===== src/rtl/arm_mem_pkg.sv =====
// Shared definitions for the ARM instruction memory path: NOP encoding,
// response error codes and a constant-evaluable ceil(log2) helper.
package arm_mem_pkg;

    // MOV r0, r0 -- returned in place of data for any faulting fetch
    localparam logic [31:0] NOP_ARM = 32'hE1A00000;

    typedef enum logic [1:0] {
        ERR_OK       = 2'd0,
        ERR_MISALIGN = 2'd1,
        ERR_RANGE    = 2'd2
    } rsp_err_e;

    function automatic int unsigned clog2(input int unsigned v);
        int unsigned r;
        r = 0;
        while ((32'd1 << r) < v) begin
            r++;
        end
        return r;
    endfunction

endpackage


===== src/rtl/fetch_rsp_fifo.sv =====
// Small circular response buffer; clear has priority over push and pop,
// the head is presented combinationally and reads as zero while empty.
module fetch_rsp_fifo
    import arm_mem_pkg::*;
#(
    parameter int unsigned DEPTH = 3,
    parameter int unsigned WIDTH = 66,
    localparam int unsigned CNT_W = clog2(DEPTH + 1)
) (
    input  logic             clk_i,
    input  logic             rst_i,
    input  logic             clr_i,
    input  logic             push_i,
    input  logic [WIDTH-1:0] din_i,
    input  logic             pop_i,
    output logic             valid_o,
    output logic [WIDTH-1:0] dout_o,
    output logic [CNT_W-1:0] count_o
);

    localparam int unsigned PTR_W = (DEPTH > 1) ? clog2(DEPTH) : 1;

    logic [WIDTH-1:0] mem_q [DEPTH];
    logic [PTR_W-1:0] wr_ptr_q, wr_ptr_d;
    logic [PTR_W-1:0] rd_ptr_q, rd_ptr_d;
    logic [CNT_W-1:0] count_q, count_d;
    logic             do_push, do_pop;

    function automatic logic [PTR_W-1:0] ptr_inc(input logic [PTR_W-1:0] p);
        return (p == PTR_W'(DEPTH - 1)) ? '0 : p + 1'b1;
    endfunction

    assign do_push = push_i && !clr_i && !rst_i && (count_q != CNT_W'(DEPTH));
    assign do_pop  = pop_i && (count_q != '0);

    always_comb begin
        wr_ptr_d = wr_ptr_q;
        rd_ptr_d = rd_ptr_q;
        count_d  = count_q;
        if (do_push) begin
            wr_ptr_d = ptr_inc(wr_ptr_q);
        end
        if (do_pop) begin
            rd_ptr_d = ptr_inc(rd_ptr_q);
        end
        case ({do_push, do_pop})
            2'b10:   count_d = count_q + 1'b1;
            2'b01:   count_d = count_q - 1'b1;
            default: count_d = count_q;
        endcase
    end

    always_ff @(posedge clk_i) begin
        if (rst_i || clr_i) begin
            wr_ptr_q <= '0;
            rd_ptr_q <= '0;
            count_q  <= '0;
        end else begin
            wr_ptr_q <= wr_ptr_d;
            rd_ptr_q <= rd_ptr_d;
            count_q  <= count_d;
        end
    end

    always_ff @(posedge clk_i) begin
        if (do_push) begin
            mem_q[wr_ptr_q] <= din_i;
        end
    end

    assign valid_o = (count_q != '0);
    assign dout_o  = valid_o ? mem_q[rd_ptr_q] : '0;
    assign count_o = count_q;

endmodule


===== src/rtl/instr_fetch_mem.sv =====
// Pipelined instruction fetch memory: fixed-latency in-order reads with
// fault detection, branch flush, output buffering and a program-load port.
module instr_fetch_mem
  import arm_mem_pkg::*;
#(
  parameter int unsigned DATA_W      = 32,
  parameter int unsigned DEPTH_WORDS = 64,
  parameter int unsigned LATENCY     = 2,
  parameter              INIT_FILE   = ""
) (
  input  logic              clk,
  input  logic              rst,
  input  logic              req_valid,
  output logic              req_ready,
  input  logic [31:0]       req_addr,
  input  logic              flush,
  output logic              rsp_valid,
  input  logic              rsp_ready,
  output logic [DATA_W-1:0] rsp_instr,
  output logic [31:0]       rsp_addr,
  output logic [1:0]        rsp_err,
  input  logic              prog_we,
  input  logic [31:0]       prog_addr,
  input  logic [DATA_W-1:0] prog_data
);

  localparam int unsigned OFF_W   = clog2(DATA_W / 8);
  localparam int unsigned IDX_W   = clog2(DEPTH_WORDS);
  localparam int unsigned ENT_W   = DATA_W + 34;
  localparam int unsigned FIFO_D  = LATENCY + 1;
  localparam int unsigned FCNT_W  = clog2(FIFO_D + 1);
  localparam int unsigned OCC_W   = clog2(2 * LATENCY + 2) + 1;
  localparam logic [31:0] OFF_MASK = (32'd1 << OFF_W) - 32'd1;
  localparam logic [DATA_W-1:0] NOP_W = DATA_W'(NOP_ARM);

  logic [DATA_W-1:0] mem_q [DEPTH_WORDS] = '{default: '0};

  function automatic logic is_misaligned(input logic [31:0] a);
    return (a & OFF_MASK) != '0;
  endfunction

  function automatic logic is_out_of_range(input logic [31:0] a);
    return (a >> (OFF_W + IDX_W)) != '0;
  endfunction

  logic              xfer;
  logic [IDX_W-1:0]  f_idx;
  rsp_err_e          f_err;
  logic [DATA_W-1:0] f_instr;
  logic [ENT_W-1:0]  f_ent;
  logic              push_vld;
  logic [ENT_W-1:0]  push_ent;
  logic [OCC_W-1:0]  inflight;
  logic              fifo_vld;
  logic [ENT_W-1:0]  fifo_dout;
  logic [FCNT_W-1:0] fifo_cnt;

  assign xfer = req_valid && req_ready;

  // Faulting fetches never touch the array; misalignment wins over range.
  always_comb begin
    f_idx   = req_addr[OFF_W +: IDX_W];
    f_err   = ERR_OK;
    f_instr = mem_q[f_idx];
    if (is_misaligned(req_addr)) begin
      f_err   = ERR_MISALIGN;
      f_instr = NOP_W;
    end else if (is_out_of_range(req_addr)) begin
      f_err   = ERR_RANGE;
      f_instr = NOP_W;
    end
  end

  assign f_ent = {req_addr, f_err, f_instr};

  // LATENCY-1 register stages; the last stage pushes so the response is
  // visible in the FIFO exactly LATENCY cycles after the transfer.
  generate
    if (LATENCY == 1) begin : g_direct
      assign push_vld = xfer;
      assign push_ent = f_ent;
      assign inflight = '0;
    end else begin : g_pipe
      logic [LATENCY-2:0] vld_q;
      logic [ENT_W-1:0]   ent_q [LATENCY-1];

      always_ff @(posedge clk) begin
        if (rst || flush) begin
          vld_q <= '0;
        end else begin
          vld_q[0] <= xfer;
          for (int unsigned k = 1; k < LATENCY - 1; k++) begin
            vld_q[k] <= vld_q[k-1];
          end
        end
        ent_q[0] <= f_ent;
        for (int unsigned k = 1; k < LATENCY - 1; k++) begin
          ent_q[k] <= ent_q[k-1];
        end
      end

      always_comb begin
        inflight = '0;
        for (int unsigned k = 0; k < LATENCY - 1; k++) begin
          inflight = inflight + OCC_W'(vld_q[k]);
        end
      end

      assign push_vld = vld_q[LATENCY-2];
      assign push_ent = ent_q[LATENCY-2];
    end
  endgenerate

  assign req_ready = !flush && ((inflight + OCC_W'(fifo_cnt)) < OCC_W'(LATENCY + 1));

  // Flush clears the FIFO and beats any result arriving in the same cycle.
  fetch_rsp_fifo #(
    .DEPTH (FIFO_D),
    .WIDTH (ENT_W)
  ) u_rsp_fifo (
    .clk_i   (clk),
    .rst_i   (rst),
    .clr_i   (flush),
    .push_i  (push_vld),
    .din_i   (push_ent),
    .pop_i   (rsp_ready),
    .valid_o (fifo_vld),
    .dout_o  (fifo_dout),
    .count_o (fifo_cnt)
  );

  assign rsp_valid = fifo_vld;
  assign rsp_addr  = fifo_dout[ENT_W-1 -: 32];
  assign rsp_err   = fifo_dout[DATA_W +: 2];
  assign rsp_instr = fifo_dout[DATA_W-1:0];

  always_ff @(posedge clk) begin
    if (prog_we && !is_misaligned(prog_addr) && !is_out_of_range(prog_addr)) begin
      mem_q[prog_addr[OFF_W +: IDX_W]] <= prog_data;
    end
  end

endmodule


===== config.mk =====
export PLATFORM = sky130hd
export DESIGN_NAME = instr_fetch_mem
export DESIGN_NICKNAME = d
export VERILOG_FILES = /design/src/rtl/arm_mem_pkg.sv /design/src/rtl/fetch_rsp_fifo.sv /design/src/rtl/instr_fetch_mem.sv
export SDC_FILE = /design/constraint.sdc
export NUM_CORES = 2
export LEC_CHECK = 0
export ABC_AREA = 0
export BUFFER_PORTS_ARGS = -buffer_cell sky130_fd_sc_hd__buf_4
export CAP_MARGIN = 30
export CELL_PAD_IN_SITES_DETAIL_PLACEMENT = 1
export CELL_PAD_IN_SITES_GLOBAL_PLACEMENT = 2
export CORE_MARGIN = 2
export CORE_UTILIZATION = 30
export DETAILED_ROUTE_END_ITERATION = 6
export GPL_ROUTABILITY_DRIVEN = 0
export HOLD_SLACK_MARGIN = 0.15
export PLACE_DENSITY = 0.53
export SETUP_SLACK_MARGIN = 0.3
export SYNTH_ARGS = -nofsm -noshare
export SYNTH_HDL_FRONTEND = slang
export SYNTH_SLANG_ARGS = --single-unit
export TNS_END_PERCENT = 5

===== constraint.sdc =====
create_clock -name clk -period 7.4 [get_ports clk]
set_input_delay 0.74 -clock clk [delete_from_list [all_inputs] [get_ports clk]]
set_output_delay 0.74 -clock clk [all_outputs]
set_load 0.01 [all_outputs]

Word-level counts from Yosys, hierarchy flattened
Memory sizes are Yosys's and may differ from the RTL's. A register that Yosys moved wholly into a read port is not among the register bits.
Cells that the tools add are included.
{"block": "word_totals", "in_bits": 102, "output_inout_bits": 68, "ramBits": 2312, "ff_bits": 7, "mem_count": 3, "elab_cells": 51}
{"name": "mem_q", "depth": 64, "word_bits": 32, "rd": 1, "rd_clocked_by_memory_dff": 0, "write_ports": 1, "line": "instr_fetch_mem.sv:36", "text": "logic [DATA_W-1:0] mem_q [DEPTH_WORDS] = '{default: '0};"}
{"name": "u_rsp_fifo.mem_q", "depth": 3, "word_bits": 66, "rd": 1, "rd_clocked_by_memory_dff": 1, "write_ports": 1, "line": "fetch_rsp_fifo.sv:23", "text": "logic [WIDTH-1:0] mem_q [DEPTH];"}
{"name": "g_pipe.ent_q", "depth": 1, "word_bits": 66, "rd": 1, "rd_clocked_by_memory_dff": 0, "write_ports": 1, "line": "instr_fetch_mem.sv:85", "text": "logic [ENT_W-1:0] ent_q [LATENCY-1];"}
{"block": "op_classes", "n_addsub": 5, "eq_ne": 5, "order_cmp": 1, "muxes": 14, "n_reduce_logical": 19}
{"cell": "$reduce_bool 32->1", "count": 4}
{"cell": "$mux 66", "count": 1}
{"cell": "$mux 32", "count": 2}
{"cell": "$mux 2", "count": 6}
{"cell": "$logic_and 1x1->1", "count": 8}
{"cell": "$add 2x1->2 const B", "count": 3}
{"cell": "$eq 2x2->1 const B", "count": 3}
{"cell": "$logic_not 1->1", "count": 4}
{"cell": "$mux 1", "count": 4}
{"cell": "$pmux 2 s2", "count": 1}
{"cell": "$reduce_bool 2->1", "count": 2}
{"cell": "$add 1x2->3", "count": 1}
{"cell": "$lt 3x2->1 const B", "count": 1}
{"cell": "$eq 2x1->1 const B", "count": 1}
{"cell": "$ne 2x2->1 const B", "count": 1}
{"cell": "$sub 2x1->2 const B", "count": 1}
{"cell": "$logic_or 1x1->1", "count": 1}

Depth between registers and ports, before layout
{"block": "depth", "ltp_word": 6, "ltp_mapped": 12, "mapped_depth_nobuf": 8}

Modules after synthesis
A second synthesis with hierarchy kept.
{"block": "hier_totals", "hier_cells": 3863, "area_unflattened_um2": 87741.7}
{"module": "instr_fetch_mem", "cells_each": 3406, "n_inst": 1, "area_per_inst_um2": 79648.9}
{"module": "fetch_rsp_fifo", "cells_each": 457, "n_inst": 1, "area_per_inst_um2": 8092.8}

Least setup slack after synthesis
Ideal clock, no wire load.
{"block": "synth_path", "path_kind": "input port to flip-flop", "startpoint": "input flush", "endpoint": "memory u_rsp_fifo.mem_q[2][0] (enable)", "slack_ps": 965, "cell_stages": 3, "t_arrival_ps": 5850, "setup_time_ps": 585, "cell_sequence": "nor2_1 nand2_1 nor3b_1"}
{"block": "synth_between", "elab_chain_cells": 6}
{"item": "from (decl)", "line": "instr_fetch_mem.sv:16", "text": "input logic flush,"}
{"item": "$logic_not 1->1", "line": "fetch_rsp_fifo.sv:33", "text": "assign do_push = push_i && !clr_i && !rst_i && (count_q != CNT_W'(DEPTH));"}
{"item": "$logic_and 1x1->1 (3 in series)", "line": "fetch_rsp_fifo.sv:33"}
{"item": "$mux 1", "line": "fetch_rsp_fifo.sv:66", "text": "if (do_push) begin"}
{"item": "$mux 1 (implied by the code)", "line": "fetch_rsp_fifo.sv:67", "text": "mem_q[wr_ptr_q] <= din_i;"}
{"item": "to (decl)", "line": "fetch_rsp_fifo.sv:23"}
No other way between the ends.

Final worst setup path
{"block": "layout_path", "startpoint": "input prog_addr[17]", "endpoint": "memory mem_q[48][2] (netlist: mem_q[12][2]) (enable)"}
{"block": "layout_between", "elab_chain_cells": 5}
{"item": "from (decl)", "line": "instr_fetch_mem.sv:23", "text": "input logic [31:0] prog_addr,"}
{"item": "$reduce_bool 32->1", "line": "instr_fetch_mem.sv:43", "text": "return (a >> (OFF_W + IDX_W)) != '0;"}
{"item": "$logic_not 1->1", "line": "instr_fetch_mem.sv:138", "text": "if (prog_we && !is_misaligned(prog_addr) && !is_out_of_range(prog_addr)) begin"}
{"item": "$logic_and 1x1->1", "line": "instr_fetch_mem.sv:138"}
{"item": "$mux 1", "line": "instr_fetch_mem.sv:138"}
{"item": "$mux 1 (implied by the code)", "line": "instr_fetch_mem.sv:139", "text": "mem_q[prog_addr[OFF_W +: IDX_W]] <= prog_data;"}
{"item": "to (decl)", "line": "instr_fetch_mem.sv:36"}
No other way between the ends.

==> flow_summary.yaml <==
outcome:
  outcome: "finished, final reports clean"
sta:
  slew_viol_final: 0
  setup_ws_ns: 3.55
  skew_ns: 0.0479
  min_period_ns: 3.85
  setup_violations: 0
  fin_crit_sh: 0.520
  hold_viol: 0
  worstMarginPinSlew_ns: 1.16
  fmax_ghz: 0.260
  fin_tns_setup_ns: 0
  rsz0062_at_grt: "no"
  slew_headroom: 0.221
placed_design:
  placed_area_um2: 95400
  io_buffers: 169
  place_ws_ns: 2.63
  dp_hpwl_mm: 164
  place_inst: 8178
routing:
  wl_mm: 271
  first_pass_iters: 5
  drt_drc_violations_left: 0
  drt_iter0_markers: 4012
  routedWlPerCell_um: 31.1
  num_vias: 43100
  ant_nets: 0
  vias_per_cell: 4.96
cts:
  clock_path_buffers: 4
  holdBufCountCts: 27
  cts_tree: "done"
  cts_inserted_buffers: 266
  cts_setup_buffers: 0
  clock_latency_ns: 0.85
  htreeDepth: 5
  clk_pin_slew_ns: 0.06
  cts_sinks: 2321
  cts_resized: 0
  cts_root_buffer: "clkbuf_16"
floorplanning:
  die_y_um: 546
  ios: 170
  num_rows: 198
  die_x_um: 546
  initial_core_util: 0.302
  dieArea_um2: 298000
  core_area_um2: 292000
setup_path:
  start_kind: "input port"
  cp.required_ns: 7.89
  end_kind: "register"
  path_max_fanout: 18
  worstSetupPathType: "input port to register"
  critPathArrivalTime_ns: 4.34
synth:
  synth_edf_count: 2246
  yosysUniqueCellTypes: 62
  yosys.area_share.simple: 0.0262
  synthTopCellsByArea: "edfxtp_1, mux4_2, mux2i_1, dfxtp_1, nor2_1"
  synth_fa_ha_area_frac: 0.000426
  synth_top_area_cell: "edfxtp_1"
  synth_top_family_by_area: "multiplexers"
  synth_warnings: 0
  synth-main-ff-cell: "edfxtp_1"
  synthesis.area_um2: 88100
  syn_nets: 4269
  synth_top_area_share: 0.766
  synth.avg_cell_area_um2: 21.2
  muxShareOfSynthArea: 0.153
  synth-seq-cells: 2321
  synth_compound_area_frac: 0.0225
  syn_inst: 4164
  synthArstFlopShare: 0
  synth-xor-area-share: 0.000199
  ys_seq_area_frac: 0.783
run:
  maxCapViolCount: 0
finish:
  finish.instance_area_um2: 104000
  drive_gt1_frac: 0.265
  fin_nets: 4690
  fillers: 28400
  syn2layout_area_growth_pct: 18.2
  instances_no_fill: 8691
  post-route-util: 0.357
global_routing:
  grt_pass1_vias: 45600
  antenna_found_initial: 38
  overflow: 0
  grt_max_degree: 104
  grt_pass1_wl_mm: 378
  grt.total_usage: 0.180
power:
  power.density_nw_per_um2: 273
  ir_drop_mv: 0.152
  leakagePower_nw: 32.8
worst_hold_path:
  worstHoldPathType: "input port to register"
==> cell type report <==
cell class              count  area (um2)  share of cell area
clock inverters           124        1100              0.0106
flip-flops and latches   2321       69000               0.662
repair buffers            381        3590              0.0345
inverters                   7        27.5            0.000264
multi-input cells        1608       18400               0.177
diodes                     10        25.0            0.000240
clock buffers             340        7150              0.0687
well taps                3900        4880              0.0468
==> worst max-delay path, cell delays in order <==
cell	delay [ns]
buf_4	0.11
nor4_1	0.34
nand4_1	0.19
nor3_1	0.75
nand2_1	0.76
buf_4	0.43
nor2_4	0.55
buf_4	0.41
==> path summary, 6_finish.rpt <==
check / from / to / slack [ns] / cells after the start
worst max-delay path: prog_addr[17] / mem_q[12][2] / 3.55 / 8
worst min-delay path: req_addr[4] / g_pipe.ent_q[0][38] / 0.26 / 1
worst max register to register: mem_q[44][16] / g_pipe.ent_q[0][16] / 4.45 / 5
worst min register to register: g_pipe.ent_q[0][32] / u_rsp_fifo.mem_q[1][32] / 0.43 / 0
==> power by group <==
group,switching [W],total (W),internal [W]
Sequential,0.00000786,0.0144,0.0144
Clock,0.00530,0.0127,0.00741
Combinational,0.000880,0.00130,0.000421
==> cell families (layout without fill, tap and decap cells) <==
kind of cell,after synthesis,after routing
compound gates,304,304
xor+xnor,2,2
fa+ha+maj,3,3
buf+inv,235,852
flops,2321,2321
mux,766,766
other cells,0,10
simple gates,533,533
==> synthesized netlist by cell type, types with 3 or more instances <==
master / count
a2111oi_0: 45
a211oi_1: 12
a21boi_0: 3
a21oi_1: 84
a221oi_1: 3
a22oi_1: 7
a311oi_1: 3
a31oi_1: 3
a32oi_1: 4
a41oi_1: 3
and2_1: 3
and3_1: 24
buf_1: 15
buf_2: 71
buf_4: 39
buf_6: 14
buf_8: 3
clkbuf_1: 84
dfxtp_1: 75
edfxtp_1: 2246
ha_1: 3
inv_1: 6
mux2_2: 9
mux2i_1: 290
mux4_2: 467
nand2_1: 132
nand2b_1: 6
nand3_1: 10
nand3b_1: 3
nor2_1: 252
nor2b_1: 20
nor3_1: 55
nor4_1: 14
o211ai_1: 5
o21ai_0: 50
o221ai_1: 8
o22ai_1: 54
or2_2: 4
==> sequential cells by signal (all words and copies together) (netlist names), named ones only <==
| signal | cells |
|---|---|
| u_rsp_fifo.mem_q | 198 |
| mem_q | 2048 |
| u_rsp_fifo.wr_ptr_q | 2 |
| u_rsp_fifo.count_o | 2 |
| u_rsp_fifo.rd_ptr_q | 2 |
| g_pipe.vld_q | 1 |
| g_pipe.ent_q | 66 |
==> placed cells by master (no fill, tap or decap), drive strengths merged, types with 20 or more instances in the layout <==
cell type,instances
a2111oi,46
clkinv,98
dfxtp,75
buf,351
and3,24
o21ai,52
nor3,55
nand2,132
edfxtp,2246
mux4,467
clkbuf,342
mux2i,290
a21oi,84
dlygate4sd3,27
nor2,252
nor2b,20
o22ai,54
==> per-stage QoR <==
stage               power (W)  hold slack, ns
global route           0.0293           0.242
CTS                    0.0288           0.213
floorplan              0.0153           0.421
detailed placement     0.0160           0.438
finish                 0.0284           0.264
global placement       0.0160           0.425
==> routing by layer <==
layer / global-route usage / part of all wire / up-vias
met3: 0.0289 / 0.052 / 311
met4: 0.0389 / 0.021 / 10
li1: - / - / 18100
met1: 0.253 / 0.45 / 23500
met2: 0.291 / 0.48 / 1154
met5: 0 / 0.00020 / -
Power figures use the tool's default switching activity.
